==> config.mk <==
export PLATFORM = sky130hd
export DESIGN_NAME = div_issue_ctrl
export DESIGN_NICKNAME = d
export VERILOG_FILES = /design/src/rtl/div_issue_ctrl.sv
export SDC_FILE = /design/constraint.sdc
export NUM_CORES = 1
export LEC_CHECK = 0
export ABC_AREA = 0
export BUFFER_PORTS_ARGS = -buffer_cell sky130_fd_sc_hd__buf_2
export CAP_MARGIN = 40
export CELL_PAD_IN_SITES_DETAIL_PLACEMENT = 0
export CELL_PAD_IN_SITES_GLOBAL_PLACEMENT = 1
export CORE_MARGIN = 2
export CORE_UTILIZATION = 31
export DETAILED_ROUTE_END_ITERATION = 8
export GPL_TIMING_DRIVEN = 0
export PLACE_DENSITY = 0.82
export SYNTH_ARGS = -nofsm -noshare
export SYNTH_HDL_FRONTEND = slang
export SYNTH_SLANG_ARGS = --single-unit
==> constraint.sdc <==
create_clock -name clk -period 2.1 [get_ports clk]
set_clock_uncertainty 0.1 [all_clocks]
set_input_delay 0.315 -clock clk [delete_from_list [all_inputs] [get_ports clk]]
set_output_delay 0.315 -clock clk [all_outputs]
set_load 0.05 [all_outputs]
==> src/rtl/div_issue_ctrl.sv <==
// ---------------------------------------------------------------------------
// div_issue_ctrl
//
// EX-stage controller that drives the multi-cycle divider from the initiator
// side of its start/annul/finish handshake. It latches the DIV/DIVU operands,
// holds them stable for the whole divide, stalls the pipeline until the
// divider finishes, writes remainder/quotient to HI/LO, aborts on a pipeline
// flush and guards against a hung divider with a watchdog.
//
// Optional feature macro: DIV_ZERO_BYPASS_EN
//   When defined, a divide by zero is not sent to the divider; the result
//   HI = dividend, LO = 32'hFFFFFFFF is written on the following cycle.
//
// Parameters:
//   TIMEOUT       max RUN cycles before the watchdog aborts (40..255)
//
// Ports:
//   clk, rst      clock, synchronous active-high reset
//   div_op_i      valid DIV/DIVU instruction in EX
//   div_signed_i  1 = DIV (signed), 0 = DIVU
//   rs_i, rt_i    dividend, divisor
//   flush_i       pipeline flush, kills the EX instruction
//   stall_o       combinational stall request to the pipeline
//   hi_we_o       one-cycle HI/LO write enable
//   hi_o, lo_o    remainder, quotient
//   err_o         one-cycle pulse on watchdog abort
//   div_start_o   divider start
//   div_annul_o   divider annul
//   div_signed_o  divider signed select
//   div_op1_o     divider dividend
//   div_op2_o     divider divisor
//   div_result_i  {remainder, quotient} from the divider
//   div_finish_i  divider done, held while start is high
// ---------------------------------------------------------------------------
module div_issue_ctrl #(
  parameter int unsigned TIMEOUT = 48
) (
  input  logic        clk,
  input  logic        rst,
  input  logic        div_op_i,
  input  logic        div_signed_i,
  input  logic [31:0] rs_i,
  input  logic [31:0] rt_i,
  input  logic        flush_i,
  output logic        stall_o,
  output logic        hi_we_o,
  output logic [31:0] hi_o,
  output logic [31:0] lo_o,
  output logic        err_o,
  output logic        div_start_o,
  output logic        div_annul_o,
  output logic        div_signed_o,
  output logic [31:0] div_op1_o,
  output logic [31:0] div_op2_o,
  input  logic [63:0] div_result_i,
  input  logic        div_finish_i
);

  typedef enum logic [1:0] {
    IDLE,
    RUN,
    DONE,
    ABORT
  } state_t;

  localparam logic [7:0] LAST_RUN = 8'(TIMEOUT - 1);

  state_t      state_q, state_d;
  logic [7:0]  timeoutCnt_q, timeoutCnt_d;
  logic        abortCnt_q, abortCnt_d;
  logic [31:0] op1_q, op1_d;
  logic [31:0] op2_q, op2_d;
  logic        signed_q, signed_d;
  logic [31:0] hi_q, hi_d;
  logic [31:0] lo_q, lo_d;
  logic        start_q, start_d;
  logic        hiWe_q, hiWe_d;
  logic        err_q, err_d;
  logic        issue;

  // A new divide may only be issued once the divider has dropped finish
  // from the previous operation.
  assign issue = div_op_i & ~flush_i & ~div_finish_i;

  // Next-state and output decode. Every register holds by default; the
  // one-cycle pulses (write enable, error) default low.
  always_comb begin
    state_d      = state_q;
    timeoutCnt_d = timeoutCnt_q;
    abortCnt_d   = abortCnt_q;
    op1_d        = op1_q;
    op2_d        = op2_q;
    signed_d     = signed_q;
    hi_d         = hi_q;
    lo_d         = lo_q;
    start_d      = start_q;
    hiWe_d       = 1'b0;
    err_d        = 1'b0;
    stall_o      = 1'b0;

    case (state_q)
      IDLE: begin
        stall_o = div_op_i & ~flush_i;
        if (issue) begin
          op1_d        = rs_i;
          op2_d        = rt_i;
          signed_d     = div_signed_i;
          start_d      = 1'b1;
          timeoutCnt_d = 8'd0;
          state_d      = RUN;
`ifdef DIV_ZERO_BYPASS_EN
          // Zero divisor: skip the divider and retire on the next cycle.
          if (rt_i == 32'd0) begin
            start_d = 1'b0;
            hi_d    = rs_i;
            lo_d    = 32'hFFFF_FFFF;
            hiWe_d  = 1'b1;
            state_d = DONE;
          end
`endif
        end
      end

      RUN: begin
        stall_o      = 1'b1;
        timeoutCnt_d = timeoutCnt_q + 8'd1;
        // Flush beats finish, and a finish on the last allowed cycle still
        // beats the watchdog.
        if (flush_i) begin
          start_d    = 1'b0;
          abortCnt_d = 1'b0;
          state_d    = ABORT;
        end else if (div_finish_i) begin
          hi_d    = div_result_i[63:32];
          lo_d    = div_result_i[31:0];
          hiWe_d  = 1'b1;
          start_d = 1'b0;
          state_d = DONE;
        end else if (timeoutCnt_q == LAST_RUN) begin
          start_d    = 1'b0;
          err_d      = 1'b1;
          abortCnt_d = 1'b0;
          state_d    = ABORT;
        end
      end

      DONE: begin
        state_d = IDLE;
      end

      ABORT: begin
        // Annul is held two cycles so a divider busy in its divide-by-zero
        // path, which ignores annul, is still released.
        abortCnt_d = 1'b1;
        if (abortCnt_q) begin
          state_d = IDLE;
        end
      end

      default: begin
        state_d = IDLE;
      end
    endcase
  end

  // State and datapath registers with synchronous reset.
  always_ff @(posedge clk) begin
    if (rst) begin
      state_q      <= IDLE;
      timeoutCnt_q <= 8'd0;
      abortCnt_q   <= 1'b0;
      op1_q        <= 32'd0;
      op2_q        <= 32'd0;
      signed_q     <= 1'b0;
      hi_q         <= 32'd0;
      lo_q         <= 32'd0;
      start_q      <= 1'b0;
      hiWe_q       <= 1'b0;
      err_q        <= 1'b0;
    end else begin
      state_q      <= state_d;
      timeoutCnt_q <= timeoutCnt_d;
      abortCnt_q   <= abortCnt_d;
      op1_q        <= op1_d;
      op2_q        <= op2_d;
      signed_q     <= signed_d;
      hi_q         <= hi_d;
      lo_q         <= lo_d;
      start_q      <= start_d;
      hiWe_q       <= hiWe_d;
      err_q        <= err_d;
    end
  end

  assign hi_we_o      = hiWe_q;
  assign hi_o         = hi_q;
  assign lo_o         = lo_q;
  assign err_o        = err_q;
  assign div_start_o  = start_q;
  assign div_annul_o  = (state_q == ABORT);
  assign div_signed_o = signed_q;
  assign div_op1_o    = op1_q;
  assign div_op2_o    = op2_q;

endmodule

; ---- Yosys cells after proc, flatten, opt, wreduce, memory -nomap -nowiden
; Cells that the tools add are included.
[classes]
eq_ne = 9
mux = 19
order_cmp = 0
n_mul = 0
n_addsub = 1
reduce_logical = 11
n_div = 0
bitwise = 5
shifts = 0
[op_table]
columns = cell, count
row1 = $pmux 8 s2, 1
row2 = $reduce_and 3->1, 4
row3 = $mux 2, 5
row4 = $add 8x1->8 const B, 1
row5 = $eq 8x6->1 const B, 1
row6 = $mux 1, 8
row7 = $mux 8, 1
row8 = $pmux 2 s4, 1
row9 = $ne 3x3->1 const B, 2
row10 = $pmux 1 s2, 3
row11 = $eq 2x2->1 const B, 2
row12 = $ne 4x4->1 const B, 1
row13 = $reduce_and 2->1, 2
row14 = $reduce_bool 2->1, 2
row15 = $reduce_or 4->1, 1
row16 = $not 1->1, 3
row17 = $reduce_or 3->1, 1
row18 = $and 1x1->1, 2
row19 = $eq 2x1->1 const B, 1
row20 = $logic_not 2->1, 1
row21 = $ne 2x1->1 const B, 1
row22 = $ne 2x2->1 const B, 1
[word_totals]
ram_bits = 0
inputBits = 134
latch_bits = 0
regBits = 143
n_memories = 0
romBits = 0

; ---- Longest topological paths before layout
; Gate-level depths: netlist of run 1.
[depth]
depth_word = 5
depth_mapped = 7
mapped_depth_nobuf = 5

; ---- Worst setup path after synthesis of run 1
; Ideal clock, no wire load.
[synth_path]
path_kind = register to register
start = reg timeoutCnt_q[0]
end = reg abortCnt_q
slack_ns = 0.516
t_required_ns = 1.867
setup_ns = 0.133
stages_incl_launch_ff = 6
arrival_ns = 1.351
synth_period_minus_slack_ns = 1.584
n_path_buf = 0
path_cell_list = dfxtp_1 ha_1 nand4_1 or4_1 o211ai_1 a31oi_1
[synth_between]
elab_chain_len = 3
[synth_rtl]
columns = element, line
row1 = from (decl), 69  ; logic [7:0] timeoutCnt_q, timeoutCnt_d;
row2 = from (signal assigned), 182  ; timeoutCnt_q <= timeoutCnt_d;
row3 = $eq 8x6->1, 139  ; end else if (timeoutCnt_q == LAST_RUN) begin
row4 = $ne 3x3->1 (no source line), --
row5 = $reduce_and 3->1 (no source line), --
row6 = to (signal assigned), 183  ; abortCnt_q <= abortCnt_d;
row7 = to (decl), 70  ; logic abortCnt_q, abortCnt_d;
; No other way between the ends.
; A chain may end at the register's enable or synchronous reset.

; ---- Final worst setup path of run 1
[layout_path]
start = reg state_q[1]
end = out div_annul_o
[layout_between]
elab_chain_len = 1
[layout_rtl]
columns = element, line
row1 = from (decl), 68  ; state_t state_q, state_d;
row2 = from (signal assigned), 181  ; state_q <= state_d;
row3 = $eq 2x2->1, 200  ; assign div_annul_o = (state_q == ABORT);
row4 = to (decl), 51  ; output logic div_annul_o,
; No other way between the ends.

==> flow_summary.json, run 1 <==
{
  "area_growth_syn_to_layout_pct": 43.0,
  "post-route-cell-area_sq_um": 7290,
  "power_density_nw_per_um2": 876,
  "required_ps": 1680,
  "totalWireLength_mm": 15.4,
  "grt_pass1_vias": 4773,
  "dp_slack_ps": 1.51,
  "grt_pass1_wl_mm": 24.3,
  "place_hpwl_mm": 11.4,
  "final_common_cell": "buf_2",
  "fin_ws_ps": 228,
  "crit_chain": "clkbuf_2 > nand2_1 > inv_1 > buf_2",
  "cts_sinks": 143,
  "worst-slew-pin-transition_ps": 689,
  "antennaDiodeCount": 0,
  "vias": 5164,
  "period_minus_slack_ps": 1870,
  "coreArea_sq_um": 16000,
  "yosys_warnings": 0,
  "slew_violations": 0,
  "cts_tree": "done",
  "synth-seq-cells": 143,
  "synth_cell_types": 33,
  "worstSetupEndpointType": "output pin",
  "setup_viol": 0,
  "syn_area_sq_um": 5100,
  "grt-ovfl-total": 0,
  "htreeDepth": 4,
  "ant_nets": 0,
  "grt_use_total": 0.173,
  "initial_core_util": 0.319,
  "min_period_over_period": 0.891,
  "holdPathStages": 3,
  "cts_hold_buf": 0,
  "hp-class": "in -> reg",
  "syn_area_per_cell_sq_um": 7.95,
  "worstReg2RegStart": "timeoutCnt_q[0]$_SDFFE_PP0P_",
  "outcome": "complete, no violations",
  "hold_end": "div_op1_o[0]$_SDFFE_PP0P_",
  "worstHoldStart": "rs_i[0]",
  "rows": 46,
  "drt_pre_antenna_iters": 4,
  "hold_slack_ps": 38.3,
  "cts_buffers": 17,
  "maxCapViolCount": 0,
  "slowest_delay_ps": 350,
  "crit_slowest_cell": "dfxtp_1",
  "routabilityCongestion": 0.791,
  "cp_data_arrival_time_ps": 1460,
  "num-nets-final": 1061,
  "dieArea_sq_um": 17500,
  "post_drt_wl_per_cell_microns": 13.3,
  "r2r-end": "abortCnt_q$_SDFFE_PP0P_",
  "path_clk_slew_ps": 60,
  "timing.setup.tns_ps": 0,
  "vias_per_cell": 4.47,
  "path_max_fanout": 10,
  "clock.fmax_mhz": 534,
  "drtIter0Drc": 254,
  "io_pins": 268,
  "cts_root_buf": "clkbuf_16",
  "placed_area_sq_um": 6700,
  "seq_area_frac_synth": 0.561,
  "crit_type": "reg -> out",
  "max_slew_margin": 0.540,
  "hold_viol": 0,
  "rr_worst_depth": 5,
  "final_cell_mix": "275 x buf_2, 264 x nand2_1, 143 x dfxtp_1",
  "drc_errors": 0,
  "clock_latency_ps": 400,
  "grt_max_degree": 17,
  "r2r_slack_ps": 330,
  "postCtsSetupRepairBufs": 0,
  "grt_setup_unrepaired": "false",
  "io_buffers": 266,
  "antenna_found_initial": 0,
  "die_h_microns": 132,
  "fp.dieW_microns": 132,
  "start_kind": "flop",
  "syn_inst": 641,
  "synth_nets": 776,
  "leakage_nw": 3.26,
  "clk_path_buf_depth": 2,
  "layout-drive-gt1-share": 0.344,
  "ir_drop_mv": 0.485
}
per-layer routing:
layer  wire (microns)  vias up  part of all wire  GRT usage
met4              170        0             0.011     0.0532
li1                 -     2659                 -          -
met5                0        -                 0          0
met3             1070       11             0.070     0.0504
met2             7340      175              0.48      0.290
met1             6770     2319              0.44      0.216
cells by family after synthesis:
group | after synthesis | synth area share
and+or+nand+nor | 294 | 0.227
AOI/OAI and AO/OA | 151 | 0.160
DFF | 143 | 0.561
buffers and inverters | 51 | 0.0471
muxes | 1 | 0.00221
adders and majority gates | 1 | 0.00245
worst max-delay path: cells and delay by family, from the launching register on:
family | cells | cell delay [ps]
flip-flops | 1 | 350
buffers and inverters | 3 | 580
AND/OR/NAND/NOR | 1 | 130
worst max path at each step:
stage                            startpoint                      end  slack [ps]
6_report            state_q[1]$_SDFFE_PP0P_              div_annul_o         230
2_1_floorplan  timeoutCnt_q[0]$_SDFFE_PP0P_  abortCnt_q$_SDFFE_PP0P_         520
4_1_cts             state_q[1]$_SDFFE_PP0P_              div_annul_o           4
3_3_place_gp                            rst    hi_o[25]$_SDFFE_PP0P_          30
5_1_grt             state_q[1]$_SDFFE_PP0P_              div_annul_o         110
3_5_place_dp                            rst    hi_o[26]$_SDFFE_PP0P_           2
flip-flops by register name, indices dropped and copies added, names as in the netlist:
name and flops:
div_op1_o 32, div_op2_o 32, hi_o 32, hi_we_o 1
lo_o 32, state_q 2, div_signed_o 1, err_o 1
timeoutCnt_q 8, abortCnt_q 1, div_start_o 1
final cells by class:
class / instances / area [sq um]
inverters: 6 / 22.5
clock inverters: 10 / 111
repair buffers: 266 / 1330
fillers: 1725 / 8710
plain buffers: 45 / 219
clock buffers: 22 / 474
well taps: 216 / 270
multi-input cells: 447 / 2000
flip-flops and latches: 143 / 2860
synth_stat cells (all sizes together):
cell / count / area share
o21ai: 1 / 0.00098
inv: 6 / 0.0044
and2: 1 / 0.0012
o41ai: 2 / 0.0049
a22oi: 1 / 0.0015
o22a: 1 / 0.0017
a31oi: 2 / 0.0025
nand2b: 3 / 0.0037
nor3: 3 / 0.0029
dfxtp: 143 / 0.56
o32ai: 2 / 0.0034
or4: 2 / 0.0037
clkbuf: 26 / 0.019
nand2: 264 / 0.19
ha: 1 / 0.0025
o31ai: 1 / 0.0015
nand3: 4 / 0.0039
nor2: 13 / 0.010
mux2: 1 / 0.0022
and2b: 1 / 0.0020
a311oi: 1 / 0.0017
buf: 19 / 0.024
nor3b: 1 / 0.0025
o2111ai: 1 / 0.0029
o211ai: 1 / 0.0015
nand4: 2 / 0.0025
a21oi: 134 / 0.13
a211oi: 3 / 0.0044
o21bai: 1 / 0.0015
stage by stage:
step | power, mW | utilization | instances
after global placement | 3.49 | 0.419 | 1123
final | 6.39 | 0.456 | 1155
after global routing | 6.65 | 0.456 | 1155
after detailed placement | 3.49 | 0.419 | 1123
after CTS | 6.47 | 0.455 | 1155
after floorplan | 3.24 | - | 641
power by group:
group          switching, mW  internal [mW]
combinational          0.428          0.193
clock                   1.13           1.84
sequential            0.0283           2.77
timing repair:
action,CTS,global route
hold endpoints to repair,0,0
endpoints found under the setup margin,0,2
gates resized for setup,0,3
Power figures use the tool's default switching activity.
==> inputs of run 2 (changes only) <==
CORE_ASPECT_RATIO = 1.75   (was default)
PLACE_DENSITY = 0.76   (was 0.82)
==> flow_summary.json, run 2 (synthesized netlist as in run 1, its figures left out) <==
{
  "outcome": "complete, no violations",
  "cts_buffers": 17,
  "initial_core_util": 0.313,
  "internal-power_mw": 4.75,
  "io_pins": 268,
  "fp.dieW_microns": 101,
  "cts_hold_buf": 0,
  "ir_drop_mv": 0.520,
  "slew_violations": 0,
  "final_cell_mix": "275 x buf_2, 264 x nand2_1, 143 x dfxtp_1",
  "cts_tree": "done",
  "antenna_found_initial": 4,
  "clk_path_buf_depth": 2,
  "start_kind": "flop",
  "layout-drive-gt1-share": 0.344,
  "path_depth": 5,
  "routabilityCongestion": 0.790,
  "grt_pass1_wl_mm": 25.9,
  "power_density_nw_per_um2": 880,
  "dieArea_sq_um": 17500,
  "crit_buf_inv": 1,
  "n_fill_cell": 1766,
  "setup_viol": 0,
  "holdPathStages": 3,
  "postCtsSetupRepairBufs": 0,
  "grt_pass1_vias": 4917,
  "rows": 62,
  "slowest_delay_ps": 490,
  "cts_root_buf": "clkbuf_16",
  "coreArea_sq_um": 16300,
  "num-nets-final": 1061,
  "vias": 5160,
  "worstSetupEndpointType": "flop",
  "final_common_cell": "buf_2",
  "multi_input_area_sq_um": 2000,
  "min_period_over_period": 0.890,
  "crit_type": "reg -> reg",
  "rr_worst_depth": 5,
  "path_max_fanout": 10,
  "crit_chain": "nand2b_1 > nor2_2 > clkbuf_1 > nand2_1 > a21oi_1",
  "die_h_microns": 174,
  "grt_setup_unrepaired": "false",
  "maxCapViolCount": 0,
  "drc_errors": 0,
  "hp-class": "in -> reg",
  "max_slew_margin": 0.551,
  "ant_nets": 0,
  "drt_pre_antenna_iters": 7,
  "pwr-share-clk": 0.464,
  "htreeDepth": 4,
  "drtIter0Drc": 152,
  "cp_data_arrival_time_ps": 2100,
  "worst-slew-pin-transition_ps": 673,
  "regArea_sq_um": 2860,
  "path_clk_slew_ps": 70,
  "io_buffers": 266,
  "timing.setup.tns_ps": 0,
  "crit_slowest_cell": "nor2_2",
  "leakage_nw": 3.23,
  "cpLargestDelayFamily": "simple AND/OR/NAND/NOR gates",
  "fin_ws_ps": 231,
  "seqPwrFrac": 0.438,
  "clock.fmax_mhz": 535,
  "clock_latency_ps": 410,
  "place_hpwl_mm": 12.9,
  "required_ps": 2330,
  "post_drt_wl_per_cell_microns": 14.8,
  "grt-ovfl-total": 0,
  "hold_viol": 0,
  "power_frac_comb": 0.098,
  "totalWireLength_mm": 16.8,
  "sw_frac_of_total": 0.257,
  "final_util": 0.446,
  "grt_max_degree": 17,
  "post_cts_resize_count": 0,
  "dp_slack_ps": 70.3,
  "area_growth_syn_to_layout_pct": 42.4,
  "grt_use_total": 0.191,
  "p_switching_mw": 1.64,
  "period_minus_slack_ps": 1870,
  "cts_sinks": 143,
  "vias_per_cell": 4.55
}
run 2: changes by cell type in the layout (fill, tap and decap cells not counted):
| cell | delta |
|---|---|
| clkinvlp_4 | +4 |
| diode_2 | +4 |
| clkinv_2 | -3 |
| clkbuf_8 | -2 |
| inv_6 | +2 |
| clkbuf_1 | -1 |
| clkinv_4 | -1 |
| nor2_2 | +1 |
| nor2_4 | -1 |
run 2: per-layer routing:
metal	up-vias	GRT usage	wire (microns)
met1	2314	0.205	6380
met2	152	0.349	9210
met5	-	0	0
met3	27	0.0371	794
met4	0	0.0895	452
li1	2667	-	-
run 2: power groups by stage:
stage / logic (mW) / registers, mW / clock network, mW
2_1_floorplan: 0.177 / 3.06 / 0
3_3_place_gp: 0.632 / 2.86 / 0
3_5_place_dp: 0.633 / 2.86 / 0
4_1_cts: 0.635 / 2.80 / 3.04
5_1_grt: 0.679 / 2.81 / 3.15
6_report: 0.625 / 2.80 / 2.96
run 2: final timing paths:
path | start | end | slack (ps)
hold reg to reg | hi_o[22]$_SDFFE_PP0P_ | hi_o[22]$_SDFFE_PP0P_ | 350
setup / recovery | state_q[1]$_SDFFE_PP0P_ | hi_o[19]$_SDFFE_PP0P_ | 230
hold / removal | rs_i[31] | div_op1_o[31]$_SDFFE_PP0P_ | 30
setup reg to reg | state_q[1]$_SDFFE_PP0P_ | hi_o[19]$_SDFFE_PP0P_ | 230
run 2: layout make-up:
class,count,area share
Clock inverter,12,0.0186
Buffer,45,0.0302
Sequential cell,143,0.394
Inverter,6,0.00310
Clock buffer,19,0.0610
Timing Repair Buffer,266,0.183
Multi-Input combinational cell,447,0.275
Antenna cell,4,0.00138
Tap cell,192,0.0331
run 2: worst min-delay path, stage by stage:
cell and delay, ps:
buf_2 100, nand2_1 40, a21oi_1 50
run 2: metrics by stage:
| step | power [mW] | area (sq um) | instances | hold slack (ps) |
|---|---|---|---|---|
| 3_3_place_gp | 3.49 | 6670 | 1099 | 339 |
| 6_report | 6.39 | 7260 | 1134 | 31.4 |
| 2_1_floorplan | 3.24 | 5100 | 641 | 351 |
| 5_1_grt | 6.63 | 7260 | 1134 | 25.0 |
| 3_5_place_dp | 3.49 | 6670 | 1099 | 343 |
| 4_1_cts | 6.48 | 7250 | 1130 | 18.3 |
